File: src/rtl/race_controller.sv
// Race sequencer: start countdown, lap timing in centiseconds, lap validation and scoring.
// A free tick counter paces time; lap events are rising edges of lap_finished.
module race_controller #(
  parameter int unsigned CLK_HZ  = 65000000,
  parameter int unsigned LAPS    = 3,
  parameter int unsigned COUNT_S = 3
) (
  input  logic        pclk,
  input  logic        rst,
  input  logic        start,
  input  logic        lap_finished,
  input  logic        checkpoints_passed,
  output logic [1:0]  race_state,
  output logic [1:0]  countdown,
  output logic        car_enable,
  output logic [2:0]  lap_count,
  output logic [13:0] lap_time_cs,
  output logic [13:0] best_lap_cs,
  output logic        lap_valid,
  output logic        race_done
);

  localparam int unsigned TICK_DIV     = (CLK_HZ / 100 > 0) ? CLK_HZ / 100 : 1;
  localparam int unsigned TW           = (TICK_DIV > 1) ? $clog2(TICK_DIV) : 1;
  localparam logic [TW-1:0] TICK_LAST  = TW'(TICK_DIV - 1);
  localparam logic [13:0] LAP_TIME_MAX = 14'd9999;
  localparam logic [13:0] NO_LAP       = 14'h3FFF;
  localparam logic [2:0]  LAPS_L       = 3'(LAPS);
  localparam logic [1:0]  COUNT_L      = 2'(COUNT_S);
  localparam logic [6:0]  CS_PER_S     = 7'd99;

  typedef enum logic [1:0] {
    ST_IDLE      = 2'b00,
    ST_COUNTDOWN = 2'b01,
    ST_RACING    = 2'b10,
    ST_FINISHED  = 2'b11
  } state_e;

  state_e        state_q, state_d;
  logic [TW-1:0] tick_cnt_q, tick_cnt_d;
  logic [6:0]    cs_cnt_q, cs_cnt_d;
  logic [1:0]    countdown_q, countdown_d;
  logic [2:0]    lap_count_q, lap_count_d;
  logic [13:0]   lap_time_q, lap_time_d;
  logic [13:0]   best_q, best_d;
  logic          lap_valid_q, lap_valid_d;
  logic          lf_prev_q, lf_prev_d;
  logic          start_low_q, start_low_d;

  logic          tick;
  logic          lap_event;
  logic [2:0]    laps_next;
  logic [13:0]   best_min;

  assign tick      = (tick_cnt_q == TICK_LAST);
  assign lap_event = lap_finished & ~lf_prev_q & checkpoints_passed;
  assign laps_next = lap_count_q + 3'd1;
  assign best_min  = (lap_time_q < best_q) ? lap_time_q : best_q;

  always_comb begin
    state_d     = state_q;
    cs_cnt_d    = cs_cnt_q;
    countdown_d = countdown_q;
    lap_count_d = lap_count_q;
    lap_time_d  = lap_time_q;
    best_d      = best_q;
    lap_valid_d = 1'b0;
    lf_prev_d   = lap_finished;
    start_low_d = start_low_q;
    tick_cnt_d  = tick_cnt_q;

    case (state_q)
      ST_IDLE: begin
        if (start) begin
          state_d     = ST_COUNTDOWN;
          countdown_d = COUNT_L;
          cs_cnt_d    = 7'd0;
          lap_count_d = 3'd0;
          best_d      = NO_LAP;
          lap_time_d  = 14'd0;
        end
      end

      ST_COUNTDOWN: begin
        if (tick) begin
          if (cs_cnt_q == CS_PER_S) begin
            cs_cnt_d = 7'd0;
            // Leave on the tick that would otherwise show zero.
            if (countdown_q == 2'd1) begin
              state_d     = ST_RACING;
              countdown_d = 2'd0;
              lap_time_d  = 14'd0;
              lap_count_d = 3'd0;
            end else begin
              countdown_d = countdown_q - 2'd1;
            end
          end else begin
            cs_cnt_d = cs_cnt_q + 7'd1;
          end
        end
      end

      ST_RACING: begin
        if (lap_event) begin
          // Scoring uses the time before any coincident tick; the clear wins.
          lap_valid_d = 1'b1;
          lap_count_d = laps_next;
          best_d      = best_min;
          lap_time_d  = 14'd0;
          if (laps_next == LAPS_L) begin
            state_d     = ST_FINISHED;
            start_low_d = 1'b0;
          end
        end else if (tick && (lap_time_q != LAP_TIME_MAX)) begin
          lap_time_d = lap_time_q + 14'd1;
        end
      end

      ST_FINISHED: begin
        if (!start) begin
          start_low_d = 1'b1;
        end else if (start_low_q) begin
          state_d = ST_IDLE;
        end
      end

      default: state_d = ST_IDLE;
    endcase

    if ((state_d != state_q) || tick) begin
      tick_cnt_d = '0;
    end else begin
      tick_cnt_d = tick_cnt_q + 1'b1;
    end
  end

  always_ff @(posedge pclk) begin
    if (rst) begin
      state_q     <= ST_IDLE;
      tick_cnt_q  <= '0;
      cs_cnt_q    <= 7'd0;
      countdown_q <= 2'd0;
      lap_count_q <= 3'd0;
      lap_time_q  <= 14'd0;
      best_q      <= NO_LAP;
      lap_valid_q <= 1'b0;
      lf_prev_q   <= 1'b1;
      start_low_q <= 1'b0;
    end else begin
      state_q     <= state_d;
      tick_cnt_q  <= tick_cnt_d;
      cs_cnt_q    <= cs_cnt_d;
      countdown_q <= countdown_d;
      lap_count_q <= lap_count_d;
      lap_time_q  <= lap_time_d;
      best_q      <= best_d;
      lap_valid_q <= lap_valid_d;
      lf_prev_q   <= lf_prev_d;
      start_low_q <= start_low_d;
    end
  end

  assign race_state  = state_q;
  assign countdown   = countdown_q;
  assign car_enable  = (state_q == ST_RACING);
  assign lap_count   = lap_count_q;
  assign lap_time_cs = lap_time_q;
  assign best_lap_cs = best_q;
  assign lap_valid   = lap_valid_q;
  assign race_done   = (state_q == ST_FINISHED);

endmodule

File: config.mk
export PLATFORM = sky130hd
export DESIGN_NAME = race_controller
export DESIGN_NICKNAME = d
export VERILOG_FILES = /design/src/rtl/race_controller.sv
export SDC_FILE = /design/constraint.sdc
export NUM_CORES = 1
export LEC_CHECK = 0
export ABC_AREA = 1
export CAP_MARGIN = 20
export CELL_PAD_IN_SITES_DETAIL_PLACEMENT = 1
export CELL_PAD_IN_SITES_GLOBAL_PLACEMENT = 2
export CORE_AREA = 4 4 113 115
export CTS_CLUSTER_DIAMETER = 30
export DETAILED_ROUTE_END_ITERATION = 12
export DIE_AREA = 0 0 117 119
export PLACE_DENSITY = 0.87
export SYNTH_ARGS = -nofsm -noshare
export SYNTH_HDL_FRONTEND = slang
export SYNTH_SLANG_ARGS = --single-unit
File: constraint.sdc
create_clock -name pclk -period 5 [get_ports pclk]
set_clock_uncertainty 0.15 [all_clocks]
set_input_delay 1 -clock pclk [delete_from_list [all_inputs] [get_ports pclk]]
set_output_delay 1 -clock pclk [all_outputs]
set_load 0.01 [all_outputs]
# Yosys cells after proc, flatten, opt, wreduce, memory -nomap -nowiden
# Index checks and enable logic that the tools add are counted.
# op_classes
mux,40
n_reduce_logical,15
n_bitwise,4
n_addsub,5
n_eq_ne,18
magnitude_cmp,1
# ops
op,n
$mux 14,9
$pmux 14 s3,1
$pmux 14 s2,1
$mux 2,12
$mux 7,3
$add 20x1->20 const B,1
$eq 20x20->1 const B,1
$mux 3,5
$add 14x1->14 const B,1
$lt 14x14->1,1
$ne 14x14->1 const B,1
$pmux 7 s2,1
$reduce_and 4->1,3
$reduce_and 6->1,2
$ne 2x2->1 const B,5
$pmux 3 s3,1
$pmux 2 s4,1
$add 7x1->7 const B,1
$eq 7x7->1 const B,1
$ne 2x1->1 const B,3
$reduce_bool 2->1,3
$eq 2x1->1 const B,2
$eq 2x2->1 const B,2
$mux 1,4
other kinds (15),18
# totals
word_cells,93
in_bits,5
output_inout_bits,38
ff_bits,65

# Logic depth before layout (Yosys ltp)
# Gate-level depths: netlist (run 1).
# depth
ltp_word,8
ltp_mapped,14
ltp_nobuf,12

# Worst setup path after synthesis (run 1)
# No wires, ideal clock.
# synth_path
path_type,register to output
start,reg state_q[1] (netlist: race_state[1])
end,out car_enable
slack_ns,2.812
n_path_buf,1
path_stages_with_launch,4
arrival_ns,1.038
required_ns,3.850
cell_sequence,dfxtp_1 nand2_2 inv_2 clkbuf_1
# synth_via
elab_chain_cells,1
# synth_rtl
element,line_no,text
"start, declared",39,"state_e state_q, state_d;"
"start signal, assigned",150,state_q <= state_d;
$eq 2x2->1,165,assign car_enable = (state_q == ST_RACING);
"end, declared",15,"output logic car_enable,"
# No other way between the ends.

# Worst setup path after layout (run 1)
# Ends and elaborated chain as after synthesis.

==> flow_summary_export.csv, run 1 <==
group,metric,value,unit
yosys,post_synth.cell_area_avg,6.70,sq um
yosys,synth.net_count,609,
clocking,worstSkewPairLatency,340,ps
timing,rsz0062_at_grt,"no",
clocking,cts_sinks,65,
yosys,syn-cell-area,0.00392,sq mm
global_route,antenna_found_initial,0,
yosys,yosysUniqueCellTypes,32,
drt,totalWireLength,11.4,mm
critical_path,critPathRequiredTime,3850,ps
floorplanning,core-area,0.0118,sq mm
critical_path,worstSetupStartpointType,"flop",
critical_path,crit_type,"flop to output pin",
timing,tightest_slew,721,ps
power_and_ir_drop,power_density,317,mW/mm^2
critical_path,reg2reg_slack,2150,ps
yosys,ys_seq_area_share,33.2,%
drt,drtAntennaViolNets,0,
hold_path,holdPathEnd,"tick_cnt_q[0]",
finish,antenna_cells,0,
critical_path,arrival,2140,ps
yosys,yosys_warnings,0,
power_and_ir_drop,power,1.49,mW
finish,area_growth,20.0,%
hold_path,hold_depth,1,
yosys,ys_ff_latch,65,
global_route,grtUsageTotal,17.7,%
yosys,async_flop_share,0,%
place,routabilityCongestion,0.840,
critical_path,crit_path_end_kind,"output pin",
yosys,synthCells,585,
floorplanning,start_util,33.2,%
timing,layout_min_cycle_time,3290,ps
floorplanning,die_y,119,um
place,preCtsSetupSlack,1430,ps
drt,first_pass_iters,4,
floorplanning,ios,43,
global_route,overflow,0,
clocking,cts_buffer_depth,2,
floorplanning,dieArea,0.0139,sq mm
clocking,path_clk_slew,60,ps
clocking,numCtsBuffers,9,
global_route,grt_max_degree,27,
global_route,first_global_vias,4060,
power_and_ir_drop,p_leak,1.93,nW
yosys,ys.flop_type,"dfxtp_1",
drt,vias,3832,
job,maxCapViolations,0,
drt,viasPerCell,4.96,
timing,finalHoldViolCount,0,
critical_path,r2r-end,"best_lap_cs[1]",
clocking,postCtsSetupRepairBufs,0,
outcome,outcome,"finished, final reports clean",
timing,max-slew-margin-rel,51.9,%
power_and_ir_drop,vdd_ir_drop_max,0.161,mV
hold_path,worstHoldStart,"tick_cnt_q[0]",
critical_path,r2r_cells,7,
clocking,ctsRootBufferMaster,"clkbuf_16",
hold_path,hold_class,"flop to flop",
drt,drt_iter0_drc,169,
yosys,synth_edf_count,0,
place,io_buffers,42,
finish,final_nets,645,
timing,drv_slew,0,
critical_path,r2r-start,"race_state[1]",
global_route,grt_pass1_wl,19.6,mm
clocking,cts_tree,"done",
drt,drc,0,
timing,finalSetupTns,0,ps
clocking,h-tree-depth,3,
clocking,cts_resized,0,
drt,post_drt_wl_per_cell,14.8,um
timing,timing.fmax,304,MHz
clocking,hold_buffers,0,
finish,drive_gt1_share,7.83,%
timing,final_min_period_over_clock_period,65.8,%
floorplanning,die_x,117,um
timing,finalSetupViolCount,0,
timing,fin_ws,1710,ps
place,dp_hpwl,8.82,mm
critical_path,path_max_fanout,16,
floorplanning,rows,40,
-- worst max-delay path, stage by stage (launching register included) --
cell and delay, ps:
dfxtp_1 560, nand2_2 280, inv_2 340, clkdlybuf4s50_1 610
-- through the flow --
step,cells,hold slack (ps),cell area [sq um],utilization [%]
2_1_floorplan,585,268,3920,-
3_3_place_gp,757,274,4400,37.2
3_5_place_dp,757,287,4400,37.2
4_1_cts,773,303,4700,39.8
5_1_grt,773,342,4700,39.8
6_report,773,299,4700,39.8
-- placed cells by master, fill, tap and decap left out, drive strengths merged, types with 13 or more instances in the layout --
| cell type | count |
|---|---|
| nand4 | 13 |
| xor2 | 18 |
| inv | 74 |
| nor2 | 97 |
| clkdlybuf4s50 | 42 |
| dfxtp | 65 |
| nand2 | 144 |
| a21oi | 31 |
| ha | 19 |
| nand3 | 66 |
-- kinds of logic after synthesis --
kind of cell | after synthesis | share of synthesized area [%]
AND/OR/NAND/NOR | 344 | 39.2
flip-flops | 65 | 33.2
XOR/XNOR | 23 | 5.14
adder cells (fa/ha/maj) | 19 | 6.06
AO/OA/AOI/OAI | 44 | 6.16
buffers and inverters | 90 | 10.3
-- registers in the layout, summed over array words and instances, names as in the netlist --
name,count
start_low_q,1
lap_valid,1
lap_time_cs,14
tick_cnt_q,20
best_lap_cs,14
race_state,2
lap_count,3
countdown,2
lf_prev_q,1
cs_cnt_q,7
-- report_power, final --
| group | internal (mW) | switching (mW) |
|---|---|---|
| clock | 0.391 | 0.256 |
| sequential | 0.548 | 0.0331 |
| combinational | 0.102 | 0.162 |
| total | 1.04 | 0.450 |
-- Yosys cell counts (6+ instances only) --
master,count,share of area [%]
nand3_1,63,8.0
ha_1,19,6.1
nand2_2,6,0.96
nor3_1,6,0.77
nand2_1,138,13
xor2_1,18,4.0
a21oi_1,28,3.6
o21ai_0,9,1.1
dfxtp_1,65,33
inv_1,67,6.4
nand4_1,13,2.1
nor2_1,90,8.6
clkbuf_1,6,0.57
nor4_1,6,0.96
-- how the worst max path moves through the flow --
| stage | start | end | slack (ps) | cells past startpoint |
|---|---|---|---|---|
| after detailed placement | rst | tick_cnt_q[8] | 1430 | 7 |
| after global routing | rst | tick_cnt_q[3] | 1520 | 7 |
| after global placement | lap_finished | best_lap_cs[0] | 1550 | 8 |
| after CTS | race_state[1] | car_enable | 1680 | 3 |
| final | race_state[1] | car_enable | 1710 | 3 |
| after floorplan | race_state[1] | car_enable | 2810 | 3 |
-- final cells by class --
cell class	instances	area (sq um)
multi-input cells	430	2220
clock inverters	7	78.8
flip-flops and latches	65	1300
well taps	147	184
fillers	1529	7110
repair buffers	43	428
inverters	72	270
clock buffers	9	225
-- metal layers --
| layer | routed length, um | GRT usage [%] | vias up |
|---|---|---|---|
| met3 | 308 | 3.51 | 12 |
| li1 | - | - | 1938 |
| met1 | 5140 | 21.7 | 1833 |
| met5 | 0 | 0 | - |
| met2 | 5820 | 30.6 | 49 |
| met4 | 170 | 5.73 | 0 |
Power figures use the tool's default switching activity.
==> run 2: changes to the inputs <==
--- a/config.mk
+++ b/config.mk
@@ -9,11 +9,11 @@
 export CAP_MARGIN = 20
 export CELL_PAD_IN_SITES_DETAIL_PLACEMENT = 1
 export CELL_PAD_IN_SITES_GLOBAL_PLACEMENT = 2
-export CORE_AREA = 4 4 113 115
+export CORE_AREA = 4 4 118 120
 export CTS_CLUSTER_DIAMETER = 30
 export DETAILED_ROUTE_END_ITERATION = 12
-export DIE_AREA = 0 0 117 119
-export PLACE_DENSITY = 0.87
+export DIE_AREA = 0 0 122 124
+export PLACE_DENSITY = 0.81
 export SYNTH_ARGS = -nofsm -noshare
 export SYNTH_HDL_FRONTEND = slang
 export SYNTH_SLANG_ARGS = --single-unit
==> constraint.sdc (replaced) <==
create_clock -name pclk -period 3.1 [get_ports pclk]
set_clock_uncertainty 0.15 [all_clocks]
set_input_delay 0.62 -clock pclk [delete_from_list [all_inputs] [get_ports pclk]]
set_output_delay 0.62 -clock pclk [all_outputs]
set_load 0.01 [all_outputs]
==> run 2 against run 1 <==
First-iteration DRC count fell by 9.5%. Critical path depth did not move. Global-route usage fell by 1.7 points. Sequential cell count did not move. Register-to-register slack got worse by 1400 ps. Count of clock-buffer cells in the layout rose by 3. Worst hold slack improved by 0.63 ps. Sequential power rose by 61%. Design area rose by 1.7%. Core utilization fell by 3.0 points. Clock power rose by 59%. Total power rose by 61%. Highest routed layer unchanged.
==> flow_summary_export.csv, run 2 (synthesis gave the netlist of run 1 again) <==
group,metric,value,unit
global_route,grtUsageTotal,16.0,%
floorplanning,dieArea,0.0151,sq mm
global_route,antenna_found_initial,0,
place,placed_cells,793,
floorplanning,start_util,30.2,%
floorplanning,ios,43,
timing,drv_slew,0,
timing,max-slew-margin-rel,62.8,%
clocking,worstSkewPairLatency,330,ps
finish,top_register,"tick_cnt_q",
critical_path,critPathSlowestCell,"dfxtp_1",
critical_path,arrival,1820,ps
floorplanning,core-area,0.0130,sq mm
finish,most-common-layout-cells,"nand2_1 (138), nor2_1 (90), inv_1 (67)",
finish,drive_gt1_share,8.54,%
place,io_buffers,42,
critical_path,r2r-end,"best_lap_cs[4]",
drt,totalWireLength,11.4,mm
timing,hold_slack,299,ps
drt,drtAntennaViolNets,0,
drt,drt_iter0_drc,153,
drt,first_pass_iters,4,
finish,utilization,36.9,%
finish,fillers,1676,
finish,stdcell_count,808,
timing,fin_ws,510,ps
drt,drc,0,
power_and_ir_drop,power,2.41,mW
power_and_ir_drop,vdd_ir_drop_max,0.291,mV
critical_path,crit_chain,"nand2_2 > inv_2 > clkdlybuf4s50_1",
floorplanning,rows,42,
global_route,overflow,0,
critical_path,crit_type,"flop to output pin",
clocking,hold_buffers,0,
clocking,cts_buffer_depth,2,
global_route,grt_max_degree,26,
clocking,cts_sinks,65,
critical_path,critPathRequiredTime,2330,ps
timing,finalSetupViolCount,0,
power_and_ir_drop,p_leak,1.96,nW
critical_path,r2r_cells,10,
critical_path,crit_path_end_kind,"output pin",
floorplanning,die_x,122,um
finish,layout_commonest_cell,"nand2_1",
place,dp_hpwl,8.59,mm
global_route,first_global_vias,3926,
hold_path,hold_class,"flop to flop",
finish,area_growth,22.1,%
timing,finalHoldViolCount,0,
critical_path,reg2reg_slack,750,ps
place,routabilityCongestion,0.823,
finish,antenna_cells,0,
global_route,grt_pass1_wl,19.1,mm
timing,final_min_period_over_clock_period,83.5,%
critical_path,startpoint,"race_state[1]",
clocking,ctsRootBufferMaster,"clkbuf_16",
finish,largest_reg_flops,20,
clocking,cts_tree,"done",
floorplanning,die_y,124,um
drt,post_drt_wl_per_cell,14.0,um
critical_path,worstSetupStartpointType,"flop",
job,maxCapViolations,0,
critical_path,setup.worst_path.end,"car_enable",
critical_path,r2r-start,"lap_time_cs[5]",
timing,timing.fmax,386,MHz
finish,regArea,0.00130,sq mm
clocking,numCtsBuffers,9,
clocking,postCtsSetupRepairBufs,0,
critical_path,path_max_fanout,14,
clocking,h-tree-depth,3,
clocking,path_clk_slew,50,ps
outcome,outcome,"finished, final reports clean",
finish,fin_area,0.00478,sq mm
drt,vias,3777,
timing,rsz0062_at_grt,"no",
finish,multi_input_area,0.00222,sq mm
critical_path,critPathMaxStageDelay,540,ps
timing,layout_min_cycle_time,2590,ps
power_and_ir_drop,power_density,503,mW/mm^2
drt,viasPerCell,4.67,
finish,final_nets,652,
clocking,cts_resized,0,
place,place_area,0.00449,sq mm
timing,tightest_slew,557,ps
timing,finalSetupTns,0,ps
place,preCtsSetupSlack,482,ps
run 2: layer usage:
| layer | up-vias | part of all wire, % | GRT usage, % | wire length, um |
|---|---|---|---|---|
| li1 | 1946 | - | - | - |
| met1 | 1787 | 47 | 19.9 | 5330 |
| met2 | 35 | 50 | 27.8 | 5650 |
| met3 | 9 | 2.2 | 3.32 | 251 |
| met4 | 0 | 1.0 | 4.76 | 117 |
| met5 | - | 0 | 0 | 0 |
run 2: cell type report:
class | instances | share of cell area, %
Clock inverter | 3 | 0.837
Clock buffer | 12 | 5.36
Timing Repair Buffer | 50 | 10.0
Tap cell | 176 | 4.60
Multi-Input combinational cell | 430 | 46.3
Sequential cell | 65 | 27.2
Inverter | 72 | 5.65
run 2: report_power, final:
| part | switching [mW] | internal (mW) | leakage [nW] | total, mW |
|---|---|---|---|---|
| sequential | 0.0512 | 0.884 | 0.529 | 0.935 |
| combinational | 0.264 | 0.177 | 1.28 | 0.440 |
| clock | 0.373 | 0.659 | 0.148 | 1.03 |
run 2: how the worst min path moves through the flow:
stage	start	endpoint	slack [ps]	cells after the start
after floorplan	tick_cnt_q[0]	tick_cnt_q[0]	270	1
after global placement	tick_cnt_q[0]	tick_cnt_q[0]	280	1
after detailed placement	tick_cnt_q[0]	tick_cnt_q[0]	300	1
after CTS	tick_cnt_q[0]	tick_cnt_q[0]	310	1
after global routing	tick_cnt_q[0]	tick_cnt_q[0]	330	1
final	tick_cnt_q[0]	tick_cnt_q[0]	300	1
run 2: worst max-delay path: cells and delay by family (launching register included):
| kind | cells | cell delay (ps) |
|---|---|---|
| buffers and inverters | 2 | 660 |
| and+or+nand+nor | 1 | 280 |
| DFF | 1 | 540 |
==> run 3: changes to the inputs <==
==> constraint.sdc (replaced) <==
create_clock -name pclk -period 2.7 [get_ports pclk]
set_clock_uncertainty 0.15 [all_clocks]
set_input_delay 0.54 -clock pclk [delete_from_list [all_inputs] [get_ports pclk]]
set_output_delay 0.54 -clock pclk [all_outputs]
set_load 0.01 [all_outputs]
==> run 3 against run 2 <==
Routed wire length is 1.1% lower. Worst hold slack better by 0.91 ps. Via count is 1.3% higher. Largest cell class unchanged.
==> flow_summary_export.csv, run 3 (synthesis gave the netlist of run 1 again) <==
group,metric,value,unit
clocking,ctsRootBufferMaster,"clkbuf_16",
finish,drive_gt1_share,9.56,%
clocking,hold_buffers,0,
power_and_ir_drop,seqPwrFrac,39.7,%
critical_path,arrival,1690,ps
power_and_ir_drop,switching_share,29.9,%
power_and_ir_drop,power_density,560,mW/mm^2
timing,tightest_slew,542,ps
floorplanning,ios,43,
finish,largest_reg_flops,20,
clocking,numCtsBuffers,9,
critical_path,critPathRequiredTime,2010,ps
critical_path,path_max_fanout,7,
timing,timing.fmax,420,MHz
timing,finalSetupTns,0,ps
finish,top_register,"tick_cnt_q",
place,io_buffers,42,
hold_path,hold_class,"flop to flop",
clocking,cts_buffer_depth,2,
hold_path,hold_depth,1,
timing,rsz0062_at_grt,"no",
drt,drtAntennaViolNets,0,
finish,most-common-layout-cells,"nand2_1 (138), nor2_1 (90), inv_1 (67)",
drt,drc,0,
finish,stdcell_count,814,
drt,post_drt_wl_per_cell,13.8,um
drt,totalWireLength,11.2,mm
power_and_ir_drop,internal-power,1.89,mW
power_and_ir_drop,vdd_ir_drop_max,0.307,mV
drt,drt_iter0_drc,98,
place,routabilityCongestion,0.835,
floorplanning,start_util,30.2,%
timing,finalSetupViolCount,0,
hold_path,worstHoldStart,"tick_cnt_q[0]",
clocking,h-tree-depth,3,
clocking,postCtsSetupRepairBufs,0,
floorplanning,rows,42,
timing,drv_slew,0,
power_and_ir_drop,p_sw,0.807,mW
global_route,overflow,0,
critical_path,r2r_cells,10,
global_route,antenna_found_initial,0,
global_route,grt_max_degree,26,
outcome,outcome,"finished, final reports clean",
timing,hold_slack,300,ps
drt,vias,3825,
finish,layout_commonest_cell,"nand2_1",
critical_path,r2r-start,"lap_time_cs[1]",
clocking,cts_sinks,65,
place,dp_hpwl,8.47,mm
job,maxCapViolations,0,
global_route,grt_pass1_wl,18.5,mm
hold_path,holdPathEnd,"tick_cnt_q[0]",
place,placed_cells,798,
finish,area_growth,23.0,%
timing,max-slew-margin-rel,63.8,%
power_and_ir_drop,p_leak,1.98,nW
floorplanning,core-area,0.0130,sq mm
drt,first_pass_iters,4,
clocking,worstSkewPairLatency,340,ps
critical_path,crit_path_end_kind,"output pin",
floorplanning,die_x,122,um
critical_path,crit_type,"flop to output pin",
timing,final_min_period_over_clock_period,88.1,%
floorplanning,die_y,124,um
global_route,first_global_vias,3798,
power_and_ir_drop,power_frac_clock,41.0,%
critical_path,reg2reg_slack,410,ps
finish,final_nets,657,
critical_path,worstSetupStartpointType,"flop",
global_route,grtUsageTotal,15.5,%
floorplanning,dieArea,0.0151,sq mm
clocking,path_clk_slew,60,ps
critical_path,r2r-end,"best_lap_cs[8]",
timing,finalHoldViolCount,0,
clocking,cts_resized,0,
finish,antenna_cells,0,
drt,viasPerCell,4.70,
timing,layout_min_cycle_time,2380,ps
power_and_ir_drop,power_frac_comb,19.3,%
clocking,cts_tree,"done",
## run 3: power by group through the flow
stage | Clock, mW | Combinational (mW) | Sequential [mW]
2_1_floorplan | 0 | 0.319 | 1.10
3_3_place_gp | 0 | 0.521 | 1.09
3_5_place_dp | 0 | 0.532 | 1.09
4_1_cts | 1.14 | 0.534 | 1.07
5_1_grt | 1.19 | 0.591 | 1.08
6_report | 1.11 | 0.521 | 1.07
## run 3: metal layers
| layer | track usage [%] | wire length [um] | up-vias | share of wire (%) |
|---|---|---|---|---|
| li1 | - | - | 1958 | - |
| met4 | 5.60 | 216 | 0 | 1.9 |
| met5 | 0 | 0 | - | 0 |
| met3 | 2.95 | 282 | 14 | 2.5 |
| met2 | 27.7 | 5580 | 36 | 50 |
| met1 | 18.6 | 5150 | 1817 | 46 |
## run 3: worst max path at each step
| stage | start | endpoint | depth (start not counted) |
|---|---|---|---|
| 3_5_place_dp | lap_finished | best_lap_cs[8] | 8 |
| 6_report | race_state[1] | car_enable | 3 |
| 2_1_floorplan | lap_time_cs[11] | best_lap_cs[12] | 12 |
| 3_3_place_gp | lap_finished | lap_time_cs[11] | 9 |
| 4_1_cts | race_state[1] | car_enable | 3 |
| 5_1_grt | lap_time_cs[1] | best_lap_cs[0] | 10 |
## run 3: final cells by class
cell class	instances	area [sq um]
Multi-Input combinational cell	430	2220
Inverter	72	270
Clock inverter	5	30.0
Timing Repair Buffer	55	531
Sequential cell	65	1300
Tap cell	176	220
Clock buffer	11	253
Fill cell	1695	8160
## run 3: stage by stage
step           power [mW]  area [sq um]  setup slack (ps)  utilization [%]
2_1_floorplan        1.42          3920               778                -
3_5_place_dp         1.63          4540               211             35.0
3_3_place_gp         1.61          4540               239             35.0
6_report             2.70          4820               322             37.1
5_1_grt              2.86          4820               144             37.1
4_1_cts              2.75          4820               289             37.1
## run 3: worst max-delay path: stages, from the launching register on
cell and delay, ps:
dfxtp_1 510, nand2_2 100, inv_2 160, clkdlybuf4s50_1 590
